$ cat config.mk
export PLATFORM = sky130hd
export DESIGN_NAME = lcd_ctrl_gen_flat
export DESIGN_NICKNAME = d
export VERILOG_FILES = /design/src/rtl/lcd_ctrl_gen_if.sv /design/src/rtl/lcd_ctrl_gen.sv /design/src/flat_wrapper.sv
export SDC_FILE = /design/constraint.sdc
export NUM_CORES = 1
export LEC_CHECK = 0
export ABC_AREA = 1
export CORE_ASPECT_RATIO = 0.8
export CORE_MARGIN = 8
export CORE_UTILIZATION = 58
export DETAILED_ROUTE_END_ITERATION = 12
export GPL_ROUTABILITY_DRIVEN = 0
export PLACE_DENSITY = 0.81
export SLEW_MARGIN = 20
export SYNTH_ARGS = -nofsm -noshare
export SYNTH_HDL_FRONTEND = slang
export SYNTH_SLANG_ARGS = --single-unit
$ cat constraint.sdc
create_clock -name i_clk -period 2.4 [get_ports i_clk]
set_input_delay 0.72 -clock i_clk [delete_from_list [all_inputs] [get_ports i_clk]]
set_output_delay 0.72 -clock i_clk [all_outputs]
set_load 0.05 [all_outputs]
$ cat src/rtl/lcd_ctrl_gen_if.sv
`default_nettype none
// ============================================================================
// Module   : lcd_ctrl_gen_if
// Purpose  : Request port bundle for lcd_ctrl_gen (valid/ready, op, position,
//            data byte, reject pulse).
// Revision : 1.0  initial release
// ============================================================================
interface lcd_ctrl_gen_if #(
  parameter int ROWS = 2,
  parameter int COLS = 16
);
  localparam int ROW_W = (ROWS > 1) ? $clog2(ROWS) : 1;
  localparam int COL_W = $clog2(COLS + 1);

  logic             i_valid;
  logic             o_ready;
  logic [1:0]       i_op;
  logic [ROW_W-1:0] i_row;
  logic [COL_W-1:0] i_col;
  logic [7:0]       i_data;
  logic             o_err;

  modport master (output i_valid, i_op, i_row, i_col, i_data,
                  input  o_ready, o_err);
  modport slave  (input  i_valid, i_op, i_row, i_col, i_data,
                  output o_ready, o_err);
endinterface
`default_nettype wire

$ cat src/rtl/lcd_ctrl_gen.sv
`default_nettype none
// ============================================================================
// Module   : lcd_ctrl_gen
// Purpose  : HD44780 character LCD driver. Boots the panel, maps row/col to
//            DDRAM addresses, skips redundant set-address commands by tracking
//            the cursor, and sequences setup/strobe/wait timing per byte.
// Options  : define LCD_RAWCMD_EN to let op 11 write i_data as a raw command;
//            otherwise op 11 is rejected with o_err.
// Revision : 1.0  initial release
// ============================================================================
module lcd_ctrl_gen #(
  parameter int ROWS     = 2,
  parameter int COLS     = 16,
  parameter int BOOT_CYC = 960000,
  parameter int CLR_CYC  = 76500,
  parameter int CMD_CYC  = 2150,
  parameter int AS_CYC   = 2,
  parameter int EN_CYC   = 12
) (
  input  wire logic     i_clk,
  input  wire logic     i_rst_n,
  lcd_ctrl_gen_if.slave bus,
  output logic [7:0]    LCD_DATA,
  output logic          LCD_RS,
  output logic          LCD_EN,
  output logic          LCD_RW,
  output logic          LCD_ON,
  output logic          LCD_BLON
);

  // Counter must hold the largest of all delay loads.
  localparam int c_max_ab  = (BOOT_CYC > CLR_CYC) ? BOOT_CYC : CLR_CYC;
  localparam int c_max_cd  = (CMD_CYC > AS_CYC) ? CMD_CYC : AS_CYC;
  localparam int c_max_abc = (c_max_ab > c_max_cd) ? c_max_ab : c_max_cd;
  localparam int c_max_dly = (c_max_abc > EN_CYC) ? c_max_abc : EN_CYC;
  localparam int c_cnt_w   = $clog2(c_max_dly + 1);

  localparam logic [c_cnt_w-1:0] c_boot_ld = c_cnt_w'(BOOT_CYC - 1);
  localparam logic [c_cnt_w-1:0] c_clr_ld  = c_cnt_w'(CLR_CYC - 1);
  localparam logic [c_cnt_w-1:0] c_cmd_ld  = c_cnt_w'(CMD_CYC - 1);
  localparam logic [c_cnt_w-1:0] c_as_ld   = c_cnt_w'(AS_CYC - 1);
  localparam logic [c_cnt_w-1:0] c_en_ld   = c_cnt_w'(EN_CYC - 1);
  localparam logic [7:0]         c_fn_set  = (ROWS == 1) ? 8'h30 : 8'h38;
  localparam logic [6:0]         c_cols7   = 7'(COLS);

  typedef enum logic [2:0] {
    S_BOOT   = 3'd0,
    S_INIT   = 3'd1,
    S_IDLE   = 3'd2,
    S_SETUP  = 3'd3,
    S_STROBE = 3'd4,
    S_WAIT   = 3'd5,
    S_ERR    = 3'd6
  } state_t;

  state_t               r_state, w_state;
  logic [c_cnt_w-1:0]   r_cnt, w_cnt;
  logic [7:0]           r_data, w_data;
  logic                 r_rs, w_rs;
  logic [1:0]           r_init_idx, w_init_idx;
  logic                 r_init, w_init;
  logic                 r_pend_vld, w_pend_vld;
  logic [7:0]           r_pend_byte, w_pend_byte;
  logic                 r_cur_vld, w_cur_vld;
  logic [6:0]           r_cur_addr, w_cur_addr;

  logic [1:0]           w_row2;
  logic [6:0]           w_addr;
  logic                 w_bad;
  logic                 w_last_col;
  logic                 w_long;
  logic [7:0]           w_init_cmd;

  // Request decode: DDRAM address, range check, last-column detect.
  always_comb begin
    w_row2     = 2'(bus.i_row);
    w_addr     = (w_row2[0] ? 7'h40 : 7'h00) + (w_row2[1] ? c_cols7 : 7'h00)
                 + 7'(bus.i_col);
    w_bad      = (32'(bus.i_row) >= ROWS) || (32'(bus.i_col) >= COLS);
    w_last_col = (32'(bus.i_col) == 32'(COLS - 1));
    w_long     = !r_rs && ((r_data == 8'h01) || (r_data == 8'h02));
    case (r_init_idx)
      2'd0:    w_init_cmd = c_fn_set;
      2'd1:    w_init_cmd = 8'h0C;
      2'd2:    w_init_cmd = 8'h01;
      default: w_init_cmd = 8'h06;
    endcase
  end

  // Next-state, byte sequencing and cursor tracking.
  always_comb begin
    w_state     = r_state;
    w_cnt       = r_cnt;
    w_data      = r_data;
    w_rs        = r_rs;
    w_init_idx  = r_init_idx;
    w_init      = r_init;
    w_pend_vld  = r_pend_vld;
    w_pend_byte = r_pend_byte;
    w_cur_vld   = r_cur_vld;
    w_cur_addr  = r_cur_addr;
    case (r_state)
      S_BOOT: begin
        if (r_cnt == '0) w_state = S_INIT;
        else             w_cnt   = r_cnt - 1'b1;
      end
      S_INIT: begin
        w_state = S_SETUP;
        w_cnt   = c_as_ld;
        w_data  = w_init_cmd;
        w_rs    = 1'b0;
      end
      S_IDLE: begin
        if (bus.i_valid) begin
          case (bus.i_op)
            2'b00: begin
              if (w_bad) begin
                w_state = S_ERR;
              end else begin
                w_state = S_SETUP;
                w_cnt   = c_as_ld;
                if (r_cur_vld && (r_cur_addr == w_addr)) begin
                  w_data     = bus.i_data;
                  w_rs       = 1'b1;
                  w_pend_vld = 1'b0;
                end else begin
                  w_data      = 8'h80 | {1'b0, w_addr};
                  w_rs        = 1'b0;
                  w_pend_vld  = 1'b1;
                  w_pend_byte = bus.i_data;
                end
                // No assumption about where the panel moves past the last column.
                w_cur_vld  = !w_last_col;
                w_cur_addr = w_addr + 7'd1;
              end
            end
            2'b01, 2'b10: begin
              w_state    = S_SETUP;
              w_cnt      = c_as_ld;
              w_data     = {6'b0, bus.i_op};
              w_rs       = 1'b0;
              w_pend_vld = 1'b0;
              w_cur_vld  = 1'b1;
              w_cur_addr = 7'h00;
            end
            default: begin
`ifdef LCD_RAWCMD_EN
              w_state    = S_SETUP;
              w_cnt      = c_as_ld;
              w_data     = bus.i_data;
              w_rs       = 1'b0;
              w_pend_vld = 1'b0;
              w_cur_vld  = 1'b0;
`else
              w_state = S_ERR;
`endif
            end
          endcase
        end
      end
      S_SETUP: begin
        if (r_cnt == '0) begin
          w_state = S_STROBE;
          w_cnt   = c_en_ld;
        end else begin
          w_cnt = r_cnt - 1'b1;
        end
      end
      S_STROBE: begin
        if (r_cnt == '0) begin
          w_state = S_WAIT;
          w_cnt   = w_long ? c_clr_ld : c_cmd_ld;
        end else begin
          w_cnt = r_cnt - 1'b1;
        end
      end
      S_WAIT: begin
        if (r_cnt != '0) begin
          w_cnt = r_cnt - 1'b1;
        end else if (r_pend_vld) begin
          w_state    = S_SETUP;
          w_cnt      = c_as_ld;
          w_data     = r_pend_byte;
          w_rs       = 1'b1;
          w_pend_vld = 1'b0;
        end else if (r_init && (r_init_idx != 2'd3)) begin
          w_state    = S_INIT;
          w_init_idx = r_init_idx + 2'd1;
        end else begin
          w_state = S_IDLE;
          w_init  = 1'b0;
        end
      end
      S_ERR:   w_state = S_IDLE;
      default: w_state = S_BOOT;
    endcase
  end

  // State and datapath registers; reset always restarts the boot sequence.
  always_ff @(posedge i_clk) begin
    if (!i_rst_n) begin
      r_state     <= S_BOOT;
      r_cnt       <= c_boot_ld;
      r_data      <= 8'h00;
      r_rs        <= 1'b0;
      r_init_idx  <= 2'd0;
      r_init      <= 1'b1;
      r_pend_vld  <= 1'b0;
      r_pend_byte <= 8'h00;
      r_cur_vld   <= 1'b0;
      r_cur_addr  <= 7'h00;
    end else begin
      r_state     <= w_state;
      r_cnt       <= w_cnt;
      r_data      <= w_data;
      r_rs        <= w_rs;
      r_init_idx  <= w_init_idx;
      r_init      <= w_init;
      r_pend_vld  <= w_pend_vld;
      r_pend_byte <= w_pend_byte;
      r_cur_vld   <= w_cur_vld;
      r_cur_addr  <= w_cur_addr;
    end
  end

  assign bus.o_ready = (r_state == S_IDLE);
  assign bus.o_err   = (r_state == S_ERR);
  assign LCD_EN      = (r_state == S_STROBE);
  assign LCD_DATA    = r_data;
  assign LCD_RS      = r_rs;
  assign LCD_RW      = 1'b0;
  assign LCD_ON      = 1'b1;
  assign LCD_BLON    = 1'b1;

endmodule
`default_nettype wire

$ cat src/flat_wrapper.sv
// flat-port wrapper written by rule: the top's interface ports become plain ports
module lcd_ctrl_gen_flat 
#(
  parameter int ROWS     = 2,
  parameter int COLS     = 16,
  parameter int BOOT_CYC = 960000,
  parameter int CLR_CYC  = 76500,
  parameter int CMD_CYC  = 2150,
  parameter int AS_CYC   = 2,
  parameter int EN_CYC   = 12
)
  (i_clk, i_rst_n, LCD_DATA, LCD_RS, LCD_EN, LCD_RW, LCD_ON, LCD_BLON, bus_i_valid, bus_i_op, bus_i_row, bus_i_col, bus_i_data, bus_o_ready, bus_o_err);
  lcd_ctrl_gen_if #(.ROWS(ROWS), .COLS(COLS)) bus_i ();
  input  wire logic i_clk;
  input  wire logic i_rst_n;
  output logic [7:0] LCD_DATA;
  output logic LCD_RS;
  output logic LCD_EN;
  output logic LCD_RW;
  output logic LCD_ON;
  output logic LCD_BLON;
  input wire logic [$bits(bus_i.i_valid)-1:0] bus_i_valid;
  input wire logic [$bits(bus_i.i_op)-1:0] bus_i_op;
  input wire logic [$bits(bus_i.i_row)-1:0] bus_i_row;
  input wire logic [$bits(bus_i.i_col)-1:0] bus_i_col;
  input wire logic [$bits(bus_i.i_data)-1:0] bus_i_data;
  output wire logic [$bits(bus_i.o_ready)-1:0] bus_o_ready;
  output wire logic [$bits(bus_i.o_err)-1:0] bus_o_err;
  assign bus_i.i_valid = bus_i_valid;
  assign bus_i.i_op = bus_i_op;
  assign bus_i.i_row = bus_i_row;
  assign bus_i.i_col = bus_i_col;
  assign bus_i.i_data = bus_i_data;
  assign bus_o_ready = bus_i.o_ready;
  assign bus_o_err = bus_i.o_err;
  lcd_ctrl_gen #(.ROWS(ROWS), .COLS(COLS), .BOOT_CYC(BOOT_CYC), .CLR_CYC(CLR_CYC), .CMD_CYC(CMD_CYC), .AS_CYC(AS_CYC), .EN_CYC(EN_CYC)) u_core (.i_clk(i_clk), .i_rst_n(i_rst_n), .bus(bus_i), .LCD_DATA(LCD_DATA), .LCD_RS(LCD_RS), .LCD_EN(LCD_EN), .LCD_RW(LCD_RW), .LCD_ON(LCD_ON), .LCD_BLON(LCD_BLON));
endmodule
Yosys cells after proc, flatten, opt, wreduce, memory -nomap -nowiden
Index checks and enable logic that the tools add are counted.
- eq/ne operators: 26
- bitwise logic cells: 5
- reduce and logical (&&, ||, !) cells: 24
- $lt $le $gt $ge: 1
- mux-type cells: 46
- add/subtract/negate cells: 4
- operators by type and width (kind ; number):
    $mux W20 ; 7
    $pmux W20 S6 ; 1
    $mux W8 ; 5
    $pmux W20 S2 ; 1
    $pmux W8 S3 ; 1
    $mux W3 ; 7
    $pmux W3 S7 ; 1
    $logic_not A20 Y1 ; 1
    $reduce_bool A20 Y1 ; 1
    $sub A20 B1 Y20 const B ; 1
    $pmux W6 S3 ; 1
    $mux W17 ; 1
    $pmux W8 S2 ; 1
    $reduce_and A5 Y1 ; 3
    $mux W7 ; 2
    $pmux W7 S2 ; 1
    $reduce_and A4 Y1 ; 3
    $reduce_and A6 Y1 ; 2
    $mux W1 ; 10
    $ne A2 B2 Y1 const B ; 5
    $eq A3 B3 Y1 const B ; 3
    $eq A8 B1 Y1 const B ; 1
    $eq A8 B2 Y1 const B ; 1
    $ne A2 B1 Y1 const B ; 4
    other kinds (26) ; 42
- bits in registers: 52
- output and inout bits: 15
- input port bits: 19
- logic and storage cells: 116

Logic depth before layout (Yosys ltp)
Gate-level depths: netlist of the first run.
- word-level depth: 9
- depth in mapped cells: 12
- gate-level depth less buffers: 12

Worst setup path before layout of the first run
OpenSTA, ideal clock, no wires.
- path kind: register -> output
- start point: register u_core.r_state[2]
- end point: output port LCD_EN
- arrival: 1269 ps
- path slack: 411 ps
- data required time: 1680 ps
- path buffers: 0
- stages on the path, launching flop included: 3
- path through: dfxtp_1 > inv_1 > nor2_1
- longest elaborated chain between the ends: 1
- ends and longest elaborated chain (element ; line ; source):
    start, declared ; lcd_ctrl_gen.sv:56 ; state_t r_state, w_state;
    start signal, assigned ; lcd_ctrl_gen.sv:213 ; r_state <= w_state;
    $eq A3 B3 Y1 ; lcd_ctrl_gen.sv:228 ; assign LCD_EN = (r_state == S_STROBE);
    end, declared ; flat_wrapper.sv:18 ; output logic LCD_EN;
No other way between the ends.

Final worst setup path of the first run
Ends and elaborated chain as after synthesis.

==> results of run 1 <==
[state kept, by name, indices dropped and copies added, names as in the netlist]
register / count
u_core.r_state: 3
u_core.r_init_idx: 2
u_core.r_cur_addr: 7
u_core.LCD_DATA: 8
u_core.r_init: 1
u_core.r_pend_byte: 8
u_core.r_cur_vld: 1
u_core.r_cnt: 20
u_core.LCD_RS: 1
u_core.r_pend_vld: 1
[placed cells by master, fill, tap and decap left out, drive strengths merged, types with 3 or more instances in the layout]
cell and n:
o211ai 4, conb 3, nor2 88, a211oi 3, nand2 150, xnor2 3
buf 37, nor3 8, clkbuf 6, inv 75, o21ai 38, nand4 11
clkdlybuf4s50 27, ha 12, dfxtp 52, a21oi 30, nand3 41, xor2 5
[stage by stage]
step / area [sq um] / setup slack, ps / instances
global placement: 4040 / -89.7 / 680
global route: 4150 / 5.50 / 688
CTS: 4150 / 162 / 688
finish: 4150 / 132 / 688
detailed placement: 4040 / -159 / 680
floorplan: 3450 / 411 / 550
[worst min-delay path by stage]
stage / end / slack (ps) / cells past startpoint
after floorplan: u_core.r_cur_addr[5] / 420 / 2
after CTS: u_core.r_cur_addr[5] / 450 / 2
after detailed placement: u_core.r_cur_addr[5] / 440 / 2
final: u_core.r_cur_addr[5] / 450 / 2
after global placement: u_core.r_cur_addr[5] / 440 / 2
after global routing: u_core.r_cur_addr[5] / 480 / 2
[layer usage]
layer	track usage, %	vias up
li1	-	1864
met2	33.2	143
met1	30.3	1708
met5	0	-
met3	3.43	8
met4	3.99	0
[cell type report]
cell class | count | area share (%)
Multi-Input combinational cell | 409 | 49.0
Clock buffer | 6 | 1.75
Timing Repair Buffer | 64 | 14.1
Sequential cell | 52 | 25.1
Clock inverter | 2 | 0.934
Inverter | 74 | 6.75
Tap cell | 81 | 2.44
[power groups by stage]
stage / Combinational (mW) / Clock (mW) / Sequential (mW)
finish: 2.55 / 0.620 / 1.33
global route: 2.79 / 0.668 / 1.36
CTS: 2.52 / 0.623 / 1.32
detailed placement: 2.50 / 0 / 1.33
global placement: 2.45 / 0 / 1.32
floorplan: 1.57 / 0 / 1.54
[logic make-up after synthesis]
logic type               Yosys count  synth area share (%)
adder cells (fa/ha/maj)           12                  4.36
buffers and inverters             89                  10.9
AND/OR/NAND/NOR                  303                  38.8
XOR/XNOR                           8                  2.03
AO/OA/AOI/OAI                     83                  13.4
flip-flops                        52                  30.2
other                              2                 0.218
[timing repair]
action	in CTS	in global routing
endpoints found under the setup margin	0	2
gates resized for setup	0	1
endpoints found under the hold margin	0	0
[critical path, stage by stage, from the launching register on]
cell and delay, ps:
dfxtp_1 500, inv_1 200, nor2_1 350, buf_12 190
==> impl_metrics.ini, run 1 <==
[sta]
fin_skew_ps = 11.2
hold_violations = 0
tns_ps = 0
period_minus_slack_ps = 2270
max_clock_freq_ghz = 0.441
setup_viol = 0
hold_slack_ps = 447
max_slew_margin_pct = 66.1
finalMaxSlewViolations = 0
rsz0062_at_grt = no
fin_crit_sh_pct = 94.5
worstMarginPinSlew_ps = 506

[clocking]
clock_latency_ps = 300
cts_num_sinks = 52
clock-root-buffer = clkbuf_8
cts_buffers = 5
postCtsSetupBuffers = 0
postCtsHoldBufs = 0
clockBufferDepth = 2
path_clk_slew_ps = 100
htreeDepth = 2
cts_tree = built

[synthesis]
synth-seq-area-share_pct = 30.2
synth_top_area_share_pct = 30.2
synth-seq-cells = 52
synthCells = 549
synth_ff_type = dfxtp_1
synth_largest_area_cell = dfxtp_1
synth_most_common_cell = nand2_1
yosys-top-cells-area = dfxtp_1 30%, nand2_1 16%, nor2_1 8.6%
synth.top_cells.by_count = 146 x nand2_1, 79 x nor2_1, 67 x inv_1, 52 x dfxtp_1, 38 x nand3_1
synthArstFlopShare_pct = 0
syn-cell-area_sq_um = 3450
syn_avg_cell_area_sq_um = 6.28
synth-edff-count = 0
synth_cell_type_count = 39
yosysWarnings = 0

[critical_path]
critPathLaunchType = flop
r2r_cells = 9
timing.rr.start = u_core.r_cnt[0]
cp-end-kind = output port
timing.rr.end = u_core.r_cnt[18]
cp-startpoint = u_core.r_state[2]
reg2reg_setup_slack_ps = 450
required_ps = 1680
crit_path_end = LCD_EN
path_class = flop to output port
cp_max_fo = 7
worstPathArrival_ps = 1550

[global_routing]
antenna_found_initial = 0
grt_max_degree = 18
grt_pass1_wl_um = 15300
grt_pass1_vias = 3322
grt.total_usage_pct = 21.4
gr-total-overflow = 0

[route]
drc = 0
wl_met3_um = 836
wl_um = 9290
vias = 3723
routed_via_density = 5.41
firstDrtPassIters = 7
postRouteAntennaNets = 0
met1_length_um = 4370
highest_layer = met4
route.met2.wl_um = 4040
avgRoutedWirePerCell_um = 13.5
first_iter_violations = 237

[floorplanning]
initial_core_util_pct = 59.2
die-area_sq_um = 8680
dieWidth_um = 102
core_area_sq_um = 5820
row_count = 25
fp.dieH_um = 85.0
io_pins = 34

[final_layout]
multi_input_area_sq_um = 2030
area_delta_synth_final_pct = 20.5
final_util_pct = 71.4
nets = 637
register_area_sq_um = 1040
diodes = 0
filler_cell_count = 524
layout-drive-gt1-share_pct = 12.2

[worst_hold_path]
hp-class = flop to flop
min-delay-start = u_core.r_cur_addr[5]

[pwr]
p_seq_share_pct = 29.5
power.internal_mw = 2.30
power_switching_mw = 2.19
leakagePower_nw = 1.92
switching_share_pct = 48.8
peakVddDrop_mv = 0.730
comb_power_share_pct = 56.7
fin_total_pwr_mw = 4.49
power.share.clock_pct = 13.8
powerDensity_nw_per_um2 = 1080

[placement]
placement.io_buffers = 30
dp_hpwl_um = 7390

[outcome]
outcome = finished clean

[run]
maxCapViolations = 0
Note: power is estimated with default switching activity, not from simulation.
==> run 2, diff against run 1 <==
--- a/config.mk
+++ b/config.mk
@@ -8,10 +8,12 @@
 export ABC_AREA = 1
 export CORE_ASPECT_RATIO = 0.8
 export CORE_MARGIN = 8
-export CORE_UTILIZATION = 58
+export CORE_UTILIZATION = 64
 export DETAILED_ROUTE_END_ITERATION = 12
+export DONT_BUFFER_PORTS = 1
 export GPL_ROUTABILITY_DRIVEN = 0
-export PLACE_DENSITY = 0.81
+export PLACE_DENSITY = 0.8
+export SKIP_CTS_REPAIR_TIMING = 1
 export SLEW_MARGIN = 20
 export SYNTH_ARGS = -nofsm -noshare
 export SYNTH_HDL_FRONTEND = slang
==> impl_metrics.ini, run 2 (synthesis gave the netlist of run 1 again) <==
[global_routing]
grt_pass1_vias = 3158
grt_pass1_wl_um = 14400
antenna_found_initial = 0
gr-total-overflow = 0
grt.total_usage_pct = 21.9
grt_max_degree = 41

[floorplanning]
core_area_sq_um = 5320
row_count = 24
die-area_sq_um = 8000
initial_core_util_pct = 64.9
fp.dieH_um = 81.6
dieWidth_um = 98.1
io_pins = 34

[pwr]
powerDensity_nw_per_um2 = 1150
comb_power_share_pct = 47.8
power.share.clock_pct = 15.4
peakVddDrop_mv = 0.946
power.internal_mw = 2.06
power_switching_mw = 2.09
leakagePower_nw = 1.67
p_seq_share_pct = 36.7
switching_share_pct = 50.3

[route]
first_iter_violations = 288
vias = 3435
firstDrtPassIters = 8
avgRoutedWirePerCell_um = 14.0
routed_via_density = 5.59
wl_um = 8630
postRouteAntennaNets = 0
drc = 0

[final_layout]
nets = 580
layout_commonest_cell = nand2_1
diodes = 0
final_util_pct = 67.9
mostFrequentLayoutCells = 146 x nand2_1, 79 x nor2_1, 67 x inv_1
largest_reg_flops = 20
layout-drive-gt1-share_pct = 8.00
area_delta_synth_final_pct = 4.72
registers.top_by_ff_count = u_core.r_cnt
final_area_sq_um = 3610

[placement]
placement.io_buffers = 0
dp_hpwl_um = 6580
dp_slack_ps = 133
placed_area_sq_um = 3490

[critical_path]
required_ps = 2620
critPathLaunchType = flop
worstPathArrival_ps = 2320
path_class = flop to flop
timing.rr.start = u_core.r_cnt[0]
r2r_cells = 9
timing.rr.end = u_core.r_cnt[8]
cp_max_fo = 7
cp-end-kind = flop
reg2reg_setup_slack_ps = 300

[clocking]
clock_latency_ps = 310
clockBufferDepth = 2
htreeDepth = 2
cts_tree = built
clock-root-buffer = clkbuf_8
cts_num_sinks = 52
path_clk_slew_ps = 100
cts_buffers = 5

[sta]
worstMarginPinSlew_ps = 522
hold_slack_ps = 454
rsz0062_at_grt = no
final.setup.worst_slack_ps = 297
max_clock_freq_ghz = 0.476
tns_ps = 0
fin_crit_sh_pct = 87.6
finalMaxSlewViolations = 0
fin_skew_ps = 9.76
hold_violations = 0
period_minus_slack_ps = 2100
max_slew_margin_pct = 65.2
setup_viol = 0

[worst_hold_path]
min-delay-start = u_core.r_cur_addr[5]
hp-class = flop to flop
hold_path_depth = 2
hold_end = u_core.r_cur_addr[5]

[outcome]
outcome = finished clean

[run]
maxCapViolations = 0
## run 2: cell count changes in the layout (fill, tap and decap cells not counted), sizes merged
| cell | delta |
|---|---|
| inv | -1 |
| clkinv | +1 |
| clkdlybuf4s50 | -27 |
| buf | -30 |
## run 2: final cells by class
class                           count  area, sq um
Tap cell                           65         81.3
Fill cell                         469         1710
Clock buffer                        6         82.6
Timing Repair Buffer                7         52.6
Clock inverter                      2         38.8
Sequential cell                    52         1040
Multi-Input combinational cell    409         2030
Inverter                           74          280
## run 2: power by group through the flow
| stage | Combinational (mW) | Clock (mW) | Sequential [mW] |
|---|---|---|---|
| 4_1_cts | 1.96 | 0.646 | 1.52 |
| 3_5_place_dp | 1.93 | 0 | 1.54 |
| 3_3_place_gp | 1.91 | 0 | 1.53 |
| 2_1_floorplan | 1.57 | 0 | 1.54 |
| 6_report | 1.98 | 0.640 | 1.52 |
| 5_1_grt | 2.25 | 0.677 | 1.55 |
## run 2: worst max-delay path, cell delays in order, from the launching register on
cell	delay, ps
dfxtp_1	320
inv_1	230
ha_1	220
nand3_1	90
nor2_1	250
nand4_1	250
o21ai_0	250
nand2_1	220
nand3_1	140
nand2_1	50
## run 2: worst max-delay path by stage
stage / to / start
final: u_core.r_cnt[8] / u_core.r_cnt[0]
after CTS: u_core.r_cnt[8] / u_core.r_cnt[0]
after global placement: u_core.r_cnt[15] / bus_i_op[0]
after floorplan: LCD_EN / u_core.r_state[2]
after detailed placement: u_core.r_cnt[8] / bus_i_op[0]
after global routing: u_core.r_cnt[8] / u_core.r_cnt[0]
## run 2: routing by layer
metal  GRT usage (%)  share of wire (%)
met1            29.2                 48
met2            33.6                 41
met3            7.62                 11
met4            4.81               0.78
met5               0                  0
## run 2: per-stage QoR
| step | cells | total power [mW] |
|---|---|---|
| global placement | 607 | 3.44 |
| finish | 615 | 4.14 |
| global route | 615 | 4.48 |
| floorplan | 550 | 3.11 |
| CTS | 615 | 4.12 |
| detailed placement | 607 | 3.47 |
